===== config.mk =====
export PLATFORM = sky130hd
export DESIGN_NAME = beep_pattern
export DESIGN_NICKNAME = d
export VERILOG_FILES = /design/src/rtl/beep_pattern.sv
export SDC_FILE = /design/constraint.sdc
export NUM_CORES = 1
export LEC_CHECK = 0
export ABC_AREA = 1
export CAP_MARGIN = 15
export CORE_MARGIN = 10
export CORE_UTILIZATION = 50
export CTS_CLUSTER_SIZE = 30
export DETAILED_ROUTE_END_ITERATION = 10
export HOLD_SLACK_MARGIN = 0.02
export PLACE_DENSITY = 0.75
export REMOVE_ABC_BUFFERS = 1
export SLEW_MARGIN = 0
export SYNTH_ARGS = -nofsm -noshare
export SYNTH_HDL_FRONTEND = slang
export SYNTH_SLANG_ARGS = --single-unit

===== constraint.sdc =====
create_clock -name sys_clk -period 1.7 [get_ports sys_clk]
set_input_delay 0.17 -clock sys_clk [delete_from_list [all_inputs] [get_ports sys_clk]]
set_output_delay 0.17 -clock sys_clk [all_outputs]
set_load 0.01 [all_outputs]

===== src/rtl/beep_pattern.sv =====
// Buzzer burst generator: on an accepted key press, plays 1..7 square-wave beeps
// separated by silent gaps, with the burst length latched from beep_num.
module beep_pattern #(
   parameter logic [15:0] TONE_DIV = 16'd25000,
   parameter logic [24:0] ON_CNT   = 25'd5_000_000,
   parameter logic [24:0] OFF_CNT  = 25'd5_000_000
) (
   input  logic       sys_clk,
   input  logic       sys_rst,
   input  logic       key_flag,
   input  logic [2:0] beep_num,
   output logic       beep,
   output logic       busy
);

   localparam int unsigned DUR_W  = 25;
   localparam int unsigned TONE_W = 16;
   localparam int unsigned REM_W  = 3;

   typedef enum logic [1:0] {
      IDLE = 2'd0,
      ON   = 2'd1,
      OFF  = 2'd2
   } state_t;

   state_t            state, state_nxt;
   logic [DUR_W-1:0]  dur_cnt, dur_nxt;
   logic [TONE_W-1:0] tone_cnt, tone_nxt;
   logic [REM_W-1:0]  rem_cnt, rem_nxt;
   logic              beep_nxt, busy_nxt;

   logic dur_on_last, dur_off_last, tone_last;

   assign dur_on_last  = (dur_cnt == DUR_W'(ON_CNT - 25'd1));
   assign dur_off_last = (dur_cnt == DUR_W'(OFF_CNT - 25'd1));
   assign tone_last    = (tone_cnt == TONE_W'(TONE_DIV - 16'd1));

   // State, counters and outputs all update together on the rising edge
   always_ff @(posedge sys_clk) begin
      if (sys_rst) begin
         state    <= IDLE;
         dur_cnt  <= '0;
         tone_cnt <= '0;
         rem_cnt  <= '0;
         beep     <= 1'b0;
         busy     <= 1'b0;
      end else begin
         state    <= state_nxt;
         dur_cnt  <= dur_nxt;
         tone_cnt <= tone_nxt;
         rem_cnt  <= rem_nxt;
         beep     <= beep_nxt;
         busy     <= busy_nxt;
      end
   end

   always_comb begin
      state_nxt = state;
      dur_nxt   = dur_cnt;
      tone_nxt  = tone_cnt;
      rem_nxt   = rem_cnt;
      beep_nxt  = beep;
      busy_nxt  = busy;

      case (state)
         IDLE: begin
            beep_nxt = 1'b0;
            busy_nxt = 1'b0;
            // A zero-length request is not a burst; drop it
            if (key_flag && (beep_num != 3'd0)) begin
               state_nxt = ON;
               rem_nxt   = beep_num;
               dur_nxt   = '0;
               tone_nxt  = '0;
               beep_nxt  = 1'b1;
               busy_nxt  = 1'b1;
            end
         end

         ON: begin
            if (dur_on_last) begin
               rem_nxt  = rem_cnt - 3'd1;
               dur_nxt  = '0;
               tone_nxt = '0;
               beep_nxt = 1'b0;
               if (rem_cnt == 3'd1) begin
                  state_nxt = IDLE;
                  busy_nxt  = 1'b0;
               end else begin
                  state_nxt = OFF;
               end
            end else begin
               dur_nxt = dur_cnt + 25'd1;
               if (tone_last) begin
                  beep_nxt = ~beep;
                  tone_nxt = '0;
               end else begin
                  tone_nxt = tone_cnt + 16'd1;
               end
            end
         end

         OFF: begin
            beep_nxt = 1'b0;
            if (dur_off_last) begin
               state_nxt = ON;
               dur_nxt   = '0;
               tone_nxt  = '0;
               beep_nxt  = 1'b1;
            end else begin
               dur_nxt = dur_cnt + 25'd1;
            end
         end

         default: begin
            state_nxt = IDLE;
            beep_nxt  = 1'b0;
            busy_nxt  = 1'b0;
         end
      endcase
   end

endmodule


==> summary.txt, run 1 <==
Global route
  • Largest net degree at the start of global routing: 17
  • Vias in the first global route: approximately 3100
  • Initial antenna violation count: 0
  • First-pass GRT wire length: between 10 and 15 mm
  • All-layer global routing usage: 0.170
  • GR Overflow Total: 0

Synth
  • Warnings from Yosys: 0
  • Number of synthesized flops with an enable pin: 0
  • Yosys top cell area share: 0.318
  • Mean Syn Cell Area: ~6.1 sq um
  • Synth Instances: 494
  • Synth async-reset ratio: 0
  • Seq/Total Area, Yosys: 0.318
  • Cell area after synthesis: 3020 sq um
  • Seq cells post-synth: 48
  • Largest cells by area after synthesis: dfxtp_1 32%, nand2_1 15%, nor2_1 11%, inv_1 7.8%, nand3_1 6.3%
  • Cell variety after synth: 30
  • Ys flop type: dfxtp_1
  • Post-synth top area cell: dfxtp_1

STA
  • Min Tclk post-route: 1.71 ns
  • Hold Slack: 0.494 ns
  • Crit share post-route: 1.01
  • Skew final: 0.0169 ns
  • Maximum clock frequency: 585 MHz
  • Sum Neg Setup Slack: -0.0263 ns
  • Slew HR: 0.787
  • Fin. Hold Viols: 0
  • Slew Viols, Final: 0
  • Setup repair after global routing missed its margin: true
  • Setup violators final: 5
  • Final worst slack: -0.00883 ns
  • Worst Tran Pin Value: 0.317 ns

Critical path
  • Reg2reg path depth: 12
  • Crit Reg-Reg Endpoint: tone_cnt[4]
  • Startpoint Class: flop
  • Arrival time at the worst endpoint: 1.91 ns
  • FF-to-FF setup slack: -0.009 ns
  • Worst setup path startpoint: dur_cnt[1]
  • Nature of the critical path endpoint: flop
  • Critical path class: reg2reg
  • CP required: 1.90 ns
  • CP Capture Point: tone_cnt[4]
  • R2R Path Start: dur_cnt[1]
  • Crit Path Max Fanout: 5

Detailed routing
  • Drt initial violations: between 200 and 250
  • Final ANT Viol Nets: 0
  • Via count: roughly 3400
  • Residual DRC count: 0
  • Drt wl/cell: roughly 13 um
  • WL final: 8.45 mm
  • Vias/cell: 5.37
  • Detailed Routing Iterations Pass 1: 5

Finish
  • ANT cells: 0
  • Commonest cells after routing, fill and taps aside: 113 x nand2_1, 69 x nor2_1, 58 x inv_1, 46 x buf_4, 34 x nand3_1
  • Area grow syn2layout: 31.5%
  • Most common cell after layout, fill and taps aside: nand2_1
  • Share of layout cells above drive strength 1: 0.252
  • Final core utilization: 0.675
  • Fin cells: 631
  • Layout Nets: between 500 and 600

Clock network
  • TritonCTS Sinks: 48
  • Max H-tree Level: 2
  • CTS max path bufs: 2
  • Clock slew at reported path FFs: 0.10 ns
  • CTS Buf Count: 5
  • CTS root buf: clkbuf_8
  • CTS tree: yes
  • Hold Buf Count CTS: 0
  • Clk_lat worst skew: 0.31 ns

Placement
  • Number of buffers added on ports: 7
  • Placed insts: 613
  • Dpl hpwl: 6.12 mm
  • Final RePlAce weighted congestion: 0.971

Die
  • DIE WIDTH: 97.7 um
  • Core Box Area: 5890 sq um
  • Die Ht: 97.7 um
  • Top Ports: 8
  • Rows: 28
  • Die ar.: 9550 sq um
  • Starting Density: 0.513

Min path
  • Hold Crit Class: reg2reg

Job
  • Max Cap Viol: 0

Pwr
  • Max rail drop VDD: around 0.00087 V
  • PwrDens: 1070 nW/um^2
  • Design Power: 4.24 mW
  • Leakage power total: between 1.5 and 2 nW

Outcome
  • Failing checks: negative setup slack
  • Outcome: finished with violations
## through the flow
| step | setup WS, ns | cell area (sq um) |
|---|---|---|
| after floorplan | -0.677 | 2970 |
| after global placement | -0.0452 | 3530 |
| after detailed placement | -0.148 | 3530 |
| after CTS | 0.000189 | 3800 |
| after global routing | -0.0984 | 3970 |
| final | -0.00883 | 3970 |
## layer usage
metal / up-vias / global-route usage / share of wire
met5: - / 0 / 0
li1: 1714 / - / -
met3: 10 / 0.0292 / 0.060
met2: 121 / 0.282 / 0.48
met4: 0 / 0.0537 / 0.0096
met1: 1543 / 0.219 / 0.45
## cell type report
class	count	area, sq um
fillers	526	1910
flip-flops and latches	48	982
well taps	75	93.8
repair buffers	64	583
inverters	67	254
clock buffers	6	82.6
clock inverters	2	13.8
multi-input cells	369	1960
## Yosys cell counts (8+ instances only)
library cell / count
ha_1: 8
nor3_1: 14
inv_1: 63
nand2_1: 119
nor2_1: 86
o21ai_0: 20
nand4_1: 22
dfxtp_1: 48
a21oi_1: 35
nand3_1: 38
## critical path: stages (launching register included)
cell and delay [ns]:
dfxtp_2 0.37, ha_4 0.15, nand3_4 0.09, inv_4 0.09
nand2_4 0.05, nor2_4 0.12, nand2_4 0.08, a21oi_4 0.18
buf_6 0.13, nand2_4 0.05, nand2_4 0.09, clkbuf_16 0.16
a21oi_2 0.03
## sequential cells by signal, summed over array words and instances, names as in the netlist
name      count
tone_cnt     16
dur_cnt      25
rem_cnt       3
state         2
beep          1
busy          1
## report_power, final
| part | leakage [nW] | total, mW | switching, mW | internal (mW) |
|---|---|---|---|---|
| registers | 0.396 | 1.31 | 0.0759 | 1.24 |
| logic | 1.12 | 2.18 | 1.15 | 1.03 |
| clock network | 0.0516 | 0.753 | 0.419 | 0.334 |
## worst min path at each step
stage                         to    startpoint  cells past startpoint  slack [ns]
floorplan                   beep       sys_rst                      1        0.24
global placement    tone_cnt[15]  tone_cnt[15]                      2        0.45
detailed placement  tone_cnt[15]  tone_cnt[15]                      2        0.46
CTS                 tone_cnt[15]  tone_cnt[15]                      2        0.48
global route        tone_cnt[15]  tone_cnt[15]                      2        0.53
finish              tone_cnt[15]  tone_cnt[15]                      2        0.49
## cells by family after synthesis
family | share of synthesized area
flip-flops | 0.318
AO/OA/AOI/OAI | 0.107
buffers and inverters | 0.101
adder cells (fa/ha/maj) | 0.0332
AND/OR/NAND/NOR | 0.426
XOR/XNOR | 0.0145
## timing repair
item                       4_1_cts  5_1_grt
buffers inserted                 7        3
gates resized for setup         30       60
setup endpoints to repair       30       40
pin swaps                        4       17
gates cloned                     1        1
(Power assumes the default switching activity.)
==> inputs of run 2 (changes only) <==
--- a/config.mk
+++ b/config.mk
@@ -7,7 +7,7 @@
 export LEC_CHECK = 0
 export ABC_AREA = 1
 export CAP_MARGIN = 15
-export CORE_MARGIN = 10
+export CORE_MARGIN = 2
 export CORE_UTILIZATION = 50
 export CTS_CLUSTER_SIZE = 30
 export DETAILED_ROUTE_END_ITERATION = 10
==> run 2 against run 1 <==
Against the previous run: the run now ends clean; global-route usage up 9.4 points; final area is 0.91% lower; setup slack better by 0.012 ns; sequential power hardly changed; sequential share of layout area is 0.10 points higher; count of clock-buffer cells in the layout stayed put; critical path depth did not move; largest cell class unchanged; wire length decreased by 0.99%; worst hold slack worse by 0.018 ns.
==> summary.txt, run 2 (synthesis results as in run 1) <==
Critical path
  • Nature of the critical path endpoint: flop
  • CP delay by family, top: simple AND/OR/NAND/NOR gates
  • Crit Reg-Reg Endpoint: tone_cnt[12]
  • Reg2reg path depth: 12 (unchanged)
  • CP max stage cell: dfxtp_2
  • CP required: 1.90 ns (about the same)
  • Crit Path Max Fanout: 6 (+1)
  • Arrival time at the worst endpoint: 1.90 ns (about the same)
  • WP depth: 12 (unchanged)
  • FF-to-FF setup slack: 0.003 ns (about the same)
  • Largest stage delay on the critical path: 0.36 ns (about the same)
  • Crit-path cells: ha_4 -> nand3_4 -> inv_2 -> nand2_2 -> nor2_4 -> nand2_4 -> a21oi_4 -> nand2_2 -> nand2_4 -> buf_6 -> buf_12 -> a21oi_1
  • Startpoint Class: flop
  • R2R Path Start: dur_cnt[1]
  • CP Buf/Inv Count: 3 (unchanged)
  • Critical path class: reg2reg

Clock network
  • Clock slew at reported path FFs: 0.10 ns (about the same)
  • Clk_lat worst skew: 0.31 ns (about the same)
  • Max H-tree Level: 2 (unchanged)
  • CTS Buf Count: 5 (unchanged)
  • CTS root buf: clkbuf_8
  • CTS tree: yes
  • TritonCTS Sinks: 48 (unchanged)
  • CTS max path bufs: 2 (unchanged)

STA
  • Setup violators final: 0 (-5)
  • Maximum clock frequency: 589 MHz (+0.71%)
  • Fin. Hold Viols: 0 (unchanged)
  • Setup repair after global routing missed its margin: true
  • Crit share post-route: 0.998 (-0.00708)
  • Worst Tran Pin Value: 0.373 ns (+0.0558 ns)
  • Hold Slack: 0.475 ns (-0.0184 ns)
  • Slew HR: 0.749 (-0.0375)
  • Min Tclk post-route: 1.70 ns (-0.0120 ns)
  • Sum Neg Setup Slack: 0 ns (+0.0263 ns)
  • Skew final: 0.00559 ns (-0.0113 ns)
  • Slew Viols, Final: 0 (unchanged)

Detailed routing
  • Final ANT Viol Nets: 0 (unchanged)
  • Residual DRC count: 0 (unchanged)
  • Drt initial violations: 258 (+17%)
  • Detailed Routing Iterations Pass 1: 5 (unchanged)
  • Drt wl/cell: 13.3 um (-0.99%)
  • Met2 WL: 4.09 mm (+1.4%)
  • Top sig layer: met4
  • Met3 Wirelength: 418 um (-17%)
  • WL final: 8.37 mm (-0.99%)
  • Vias/cell: 5.39 (+0.44%)
  • Via count: 3403 (+0.44%)
  • M1 wire length: 3.73 mm (-2.6%)

Global route
  • GR Overflow Total: 0 (unchanged)
  • Vias in the first global route: 3054 (-2.6%)
  • All-layer global routing usage: 0.265 (+0.0945)
  • First-pass GRT wire length: 13.9 mm (-1.5%)
  • Largest net degree at the start of global routing: 17 (unchanged)
  • Initial antenna violation count: 0 (unchanged)

Die
  • Starting Density: 0.513 (unchanged)
  • Top Ports: 8 (unchanged)
  • Rows: 28 (unchanged)
  • Core Box Area: 5890 sq um (unchanged)
  • Die ar.: 6680 sq um (-30%)
  • DIE WIDTH: 81.7 um (-16%)
  • Die Ht: 81.7 um (-16%)

Finish
  • Share of layout cells above drive strength 1: 0.230 (-0.0216)
  • Most common cell after layout, fill and taps aside: nand2_1
  • Multi-input logic area: 1910 sq um (-2.4%)
  • Commonest cells after routing, fill and taps aside: 112 x nand2_1, 76 x nor2_1, 57 x inv_1, 44 x buf_4
  • Largest regs: dur_cnt (25), tone_cnt (16), rem_cnt (3)
  • Layout Nets: 569 (unchanged)
  • Area grow syn2layout: 30.3%
  • ANT cells: 0 (unchanged)
  • Biggest register: dur_cnt
  • FILL cells: 500 (-4.9%)
  • FF+latch area: 977 sq um (-0.51%)
  • Max reg flops: 25 (unchanged)

Pwr
  • P_sw: 1.61 mW (-2.0%)
  • Max rail drop VDD: 0.00107 V (+23%)
  • Register share of total power: 0.310 (about the same)
  • Comb pwr share: 0.512 (about the same)
  • Clock power frac: 0.177 (about the same)
  • Switching part of the total: 0.379 (-0.00818)
  • Internal Power: 2.64 mW (+1.4%)
  • PwrDens: 1080 nW/um^2 (+1.0%)
  • Leakage power total: 1.57 nW (+0.13%)

Placement
  • Dpl hpwl: 5.83 mm (-4.8%)
  • Final RePlAce weighted congestion: 0.956 (-1.5%)
  • Number of buffers added on ports: 7 (unchanged)

Min path
  • Hold Crit Class: reg2reg
  • Hold-critical path depth: 2 (unchanged)
  • Hold_sp: tone_cnt[15]
  • Hold Path Sink: tone_cnt[15]

Job
  • Max Cap Viol: 0 (unchanged)

Outcome
  • Outcome: finished, final reports clean
-- run 2: final cells by class --
cell class,count,share of cell area
sequential,48,0.248
tap,75,0.0238
timing repair buffer,64,0.153
clock buffer,6,0.0210
multi-input combinational,369,0.486
inverter,67,0.0639
clock inverter,2,0.00350
-- run 2: power groups by stage --
stage / sequential (mW) / combinational (mW) / clock, mW
2_1_floorplan: 1.33 / 0.795 / 0
6_report: 1.32 / 2.18 / 0.753
3_3_place_gp: 1.32 / 1.57 / 0
5_1_grt: 1.33 / 2.37 / 0.818
3_5_place_dp: 1.33 / 1.60 / 0
4_1_cts: 1.31 / 2.06 / 0.767
-- run 2: metal layers --
| metal | track usage | vias up |
|---|---|---|
| met1 | 0.350 | 1566 |
| li1 | - | 1716 |
| met4 | 0.0517 | 0 |
| met3 | 0.0462 | 14 |
| met5 | 0 | - |
| met2 | 0.456 | 107 |
-- run 2: worst max path at each step --
stage | slack [ns] | to | from
after floorplan | -0.68 | tone_cnt[14] | state[1]
final | 0.003 | tone_cnt[12] | dur_cnt[1]
after detailed placement | -0.11 | dur_cnt[11] | beep_num[1]
after global routing | -0.08 | tone_cnt[12] | dur_cnt[0]
after CTS | 0.007 | tone_cnt[8] | state[1]
after global placement | -0.06 | dur_cnt[9] | beep_num[1]
-- run 2: worst min-delay path, delay by kind of cell (launching register included) --
family | cells | cell delay, ns
AO/OA/AOI/OAI | 1 | 0.05
flip-flops | 1 | 0.33
AND/OR/NAND/NOR | 1 | 0.06
-- run 2: repair_timing --
| action | in CTS | in global routing |
|---|---|---|
| cloned | 2 | 0 |
| pin swaps | 6 | 16 |
| hold buffers | 0 | 0 |
| gates resized for setup | 29 | 45 |
| buffers inserted | 14 | 5 |
| endpoints found under the setup margin | 23 | 48 |
-- run 2: per-stage QoR --
stage	util	setup WS (ns)	area (sq um)	power, mW	std cells
global route	0.669	-0.0816	3940	4.51	631
floorplan	-	-0.677	2970	2.13	484
detailed placement	0.587	-0.110	3450	2.93	604
finish	0.669	0.00321	3940	4.25	631
CTS	0.645	0.00730	3800	4.14	628
global placement	0.587	-0.0612	3450	2.88	604
==> inputs of run 3 (changes only) <==
--- a/config.mk
+++ b/config.mk
@@ -12,6 +12,7 @@
 export CTS_CLUSTER_SIZE = 30
 export DETAILED_ROUTE_END_ITERATION = 10
 export HOLD_SLACK_MARGIN = 0.02
+export MAX_ROUTING_LAYER = met4
 export PLACE_DENSITY = 0.75
 export REMOVE_ABC_BUFFERS = 1
 export SLEW_MARGIN = 0
==> run 3 against run 2 <==
Against the previous run: the flow now finishes with violations (negative setup slack); clock skew is 0.0028 ns higher; sequential power hardly changed; register-to-register slack hardly changed; die area is the same; final area shrank 5.4%; first-iteration DRC count shrank 17%; fmax down 0.49%; setup slack worse by 0.0083 ns; cell count down 2.2%; wire length fell by 6.5%; count of clock-buffer cells in the layout did not move; via count decreased by 4.5%; critical path type unchanged; largest cell class unchanged.
==> summary.txt, run 3 (synthesis results as in run 1) <==
Outcome
  • Outcome: finished with violations
  • Failing checks: negative setup slack

Finish
  • Commonest cells after routing, fill and taps aside: 114 x nand2_1, 79 x nor2_1, 60 x inv_1, 41 x dfxtp_1, 37 x buf_4
  • Largest regs: dur_cnt (25), tone_cnt (16), rem_cnt (3)
  • Area grow syn2layout: 23.3%
  • FILL cells: 549 (+9.8%)
  • ANT cells: 0 (unchanged)
  • Biggest register: dur_cnt
  • Share of layout cells above drive strength 1: 0.183 (-0.0476)
  • Max reg flops: 25 (unchanged)
  • Final instance area: 3720 sq um (-5.4%)
  • Layout Nets: 556 (-2.3%)
  • Most common cell after layout, fill and taps aside: nand2_1

Placement
  • Final RePlAce weighted congestion: 1.01 (+5.9%)
  • Post-DP Area: 3450 sq um (-0.14%)
  • Dpl ws: -0.110 ns (+0.000383 ns)
  • Dpl hpwl: 5.83 mm (about the same)
  • Number of buffers added on ports: 7 (unchanged)

Die
  • Die Ht: 81.7 um (unchanged)
  • Core Box Area: 5890 sq um (unchanged)
  • DIE WIDTH: 81.7 um (unchanged)
  • Top Ports: 8 (unchanged)
  • Rows: 28 (unchanged)
  • Starting Density: 0.513 (unchanged)
  • Die ar.: 6680 sq um (unchanged)

STA
  • Maximum clock frequency: 586 MHz (-0.49%)
  • Setup repair after global routing missed its margin: true
  • Final worst slack: -0.00510 ns (-0.00831 ns)
  • Worst Tran Pin Value: 0.340 ns (-0.0332 ns)
  • Fin. Hold Viols: 0 (unchanged)
  • Slew Viols, Final: 0 (unchanged)
  • Hold Slack: 0.470 ns (-0.00559 ns)
  • Crit share post-route: 1.00 (+0.00489)
  • Min Tclk post-route: 1.71 ns (+0.00831 ns)
  • Slew HR: 0.773 (+0.0232)
  • Setup violators final: 1 (+1)
  • Skew final: 0.00840 ns (+0.00281 ns)

Critical path
  • FF-to-FF setup slack: -0.005 ns (about the same)
  • R2R Path Start: state[1]
  • Crit Path Max Fanout: 7 (+1)
  • Nature of the critical path endpoint: flop
  • Arrival time at the worst endpoint: 1.97 ns (+0.07 ns)
  • Critical path class: reg2reg
  • Crit Reg-Reg Endpoint: tone_cnt[8]
  • Startpoint Class: flop
  • CP required: 1.96 ns (+0.06 ns)
  • Reg2reg path depth: 11 (-1)

Detailed routing
  • Via count: 3251 (-4.5%)
  • Drt initial violations: 214 (-17%)
  • Final ANT Viol Nets: 0 (unchanged)
  • WL final: 7.82 mm (-6.5%)
  • Residual DRC count: 0 (unchanged)
  • Detailed Routing Iterations Pass 1: 4 (-1)
  • Vias/cell: 5.27 (-2.3%)
  • Drt wl/cell: 12.7 um (-4.3%)

Pwr
  • Leakage power total: 1.47 nW (-6.5%)
  • PwrDens: 1040 nW/um^2 (-3.4%)
  • Max rail drop VDD: 0.000816 V (-23%)

Min path
  • Hold_sp: tone_cnt[15]
  • Hold Path Sink: tone_cnt[15]
  • Hold Crit Class: reg2reg
  • Hold-critical path depth: 2 (unchanged)

Clock network
  • Max H-tree Level: 2 (unchanged)
  • CTS max path bufs: 2 (unchanged)
  • Clock slew at reported path FFs: 0.10 ns (about the same)
  • Clk_lat worst skew: 0.31 ns (about the same)
  • CTS root buf: clkbuf_8
  • CTS Buf Count: 5 (unchanged)
  • CTS tree: yes
  • Hold Buf Count CTS: 0 (unchanged)
  • TritonCTS Sinks: 48 (unchanged)

Global route
  • All-layer global routing usage: 0.251 (-0.0141)
  • Initial antenna violation count: 0 (unchanged)
  • Vias in the first global route: 2920 (-4.4%)
  • GR Overflow Total: 0 (unchanged)
  • First-pass GRT wire length: 12.8 mm (-8.0%)
  • Largest net degree at the start of global routing: 17 (unchanged)

Job
  • Max Cap Viol: 0 (unchanged)
-- run 3: cell types whose count changed in the layout (fill, tap and decap cells not counted), moves of 3 or more --
cell	previous run	this run
buf_4	44	37
nor2_1	76	79
dfxtp_2	13	7
inv_2	10	7
inv_1	57	60
o21ai_0	17	10
dfxtp_1	35	41
nor2_4	5	1
o21ai_1	3	10
-- run 3: how the worst max path moves through the flow --
stage | from | end | slack [ns] | cells after the start
3_5_place_dp | beep_num[1] | dur_cnt[12] | -0.11 | 10
2_1_floorplan | state[1] | tone_cnt[14] | -0.68 | 9
4_1_cts | state[1] | tone_cnt[6] | -0.03 | 10
3_3_place_gp | beep_num[1] | tone_cnt[6] | -0.06 | 11
5_1_grt | dur_cnt[0] | tone_cnt[8] | -0.1 | 12
6_report | state[1] | tone_cnt[8] | -0.005 | 11
-- run 3: what timing repair did --
action                                  4_1_cts  5_1_grt
pin swaps                                     1       11
endpoints found under the setup margin       37       46
resized for setup                             9       46
cloned                                        0        1
buffers inserted                              0        4
-- run 3: final cells by class --
cell class	instances	area, sq um	share of cell area
clock buffers	6	82.6	0.0222
clock inverters	1	8.76	0.00235
inverters	67	251	0.0675
multi-input cells	369	1870	0.503
flip-flops and latches	48	970	0.260
well taps	75	93.8	0.0252
repair buffers	51	444	0.119
-- run 3: where the power goes --
group          switching (mW)  internal, mW
registers              0.0750          1.24
logic                    1.01         0.824
clock network           0.410         0.326
total                    1.49          2.39
-- run 3: layer usage --
| layer | wire length, um | track usage |
|---|---|---|
| met3 | 286 | 0.0396 |
| met2 | 3720 | 0.404 |
| met5 | 0 | - |
| met4 | 71 | 0.0767 |
| met1 | 3740 | 0.325 |
-- run 3: critical path, cell delays in order (launching register included) --
cell and delay (ns):
dfxtp_2 0.34, inv_2 0.05, ha_4 0.26, inv_2 0.04, o21ai_4 0.23, inv_2 0.10, a21oi_4 0.20, buf_6 0.16
nand2_2 0.05, nand2_1 0.07, nand2_1 0.05, nor2_1 0.09
-- run 3: metrics by stage --
step	power, mW	instances	utilization	TNS (ns)
after global routing	4.16	617	0.633	-1.28
after floorplan	2.13	484	-	-16.65
after global placement	2.87	605	0.586	-0.540
after CTS	3.68	612	0.607	-0.110
final	3.88	617	0.633	-0.00510
after detailed placement	2.90	605	0.586	-1.36
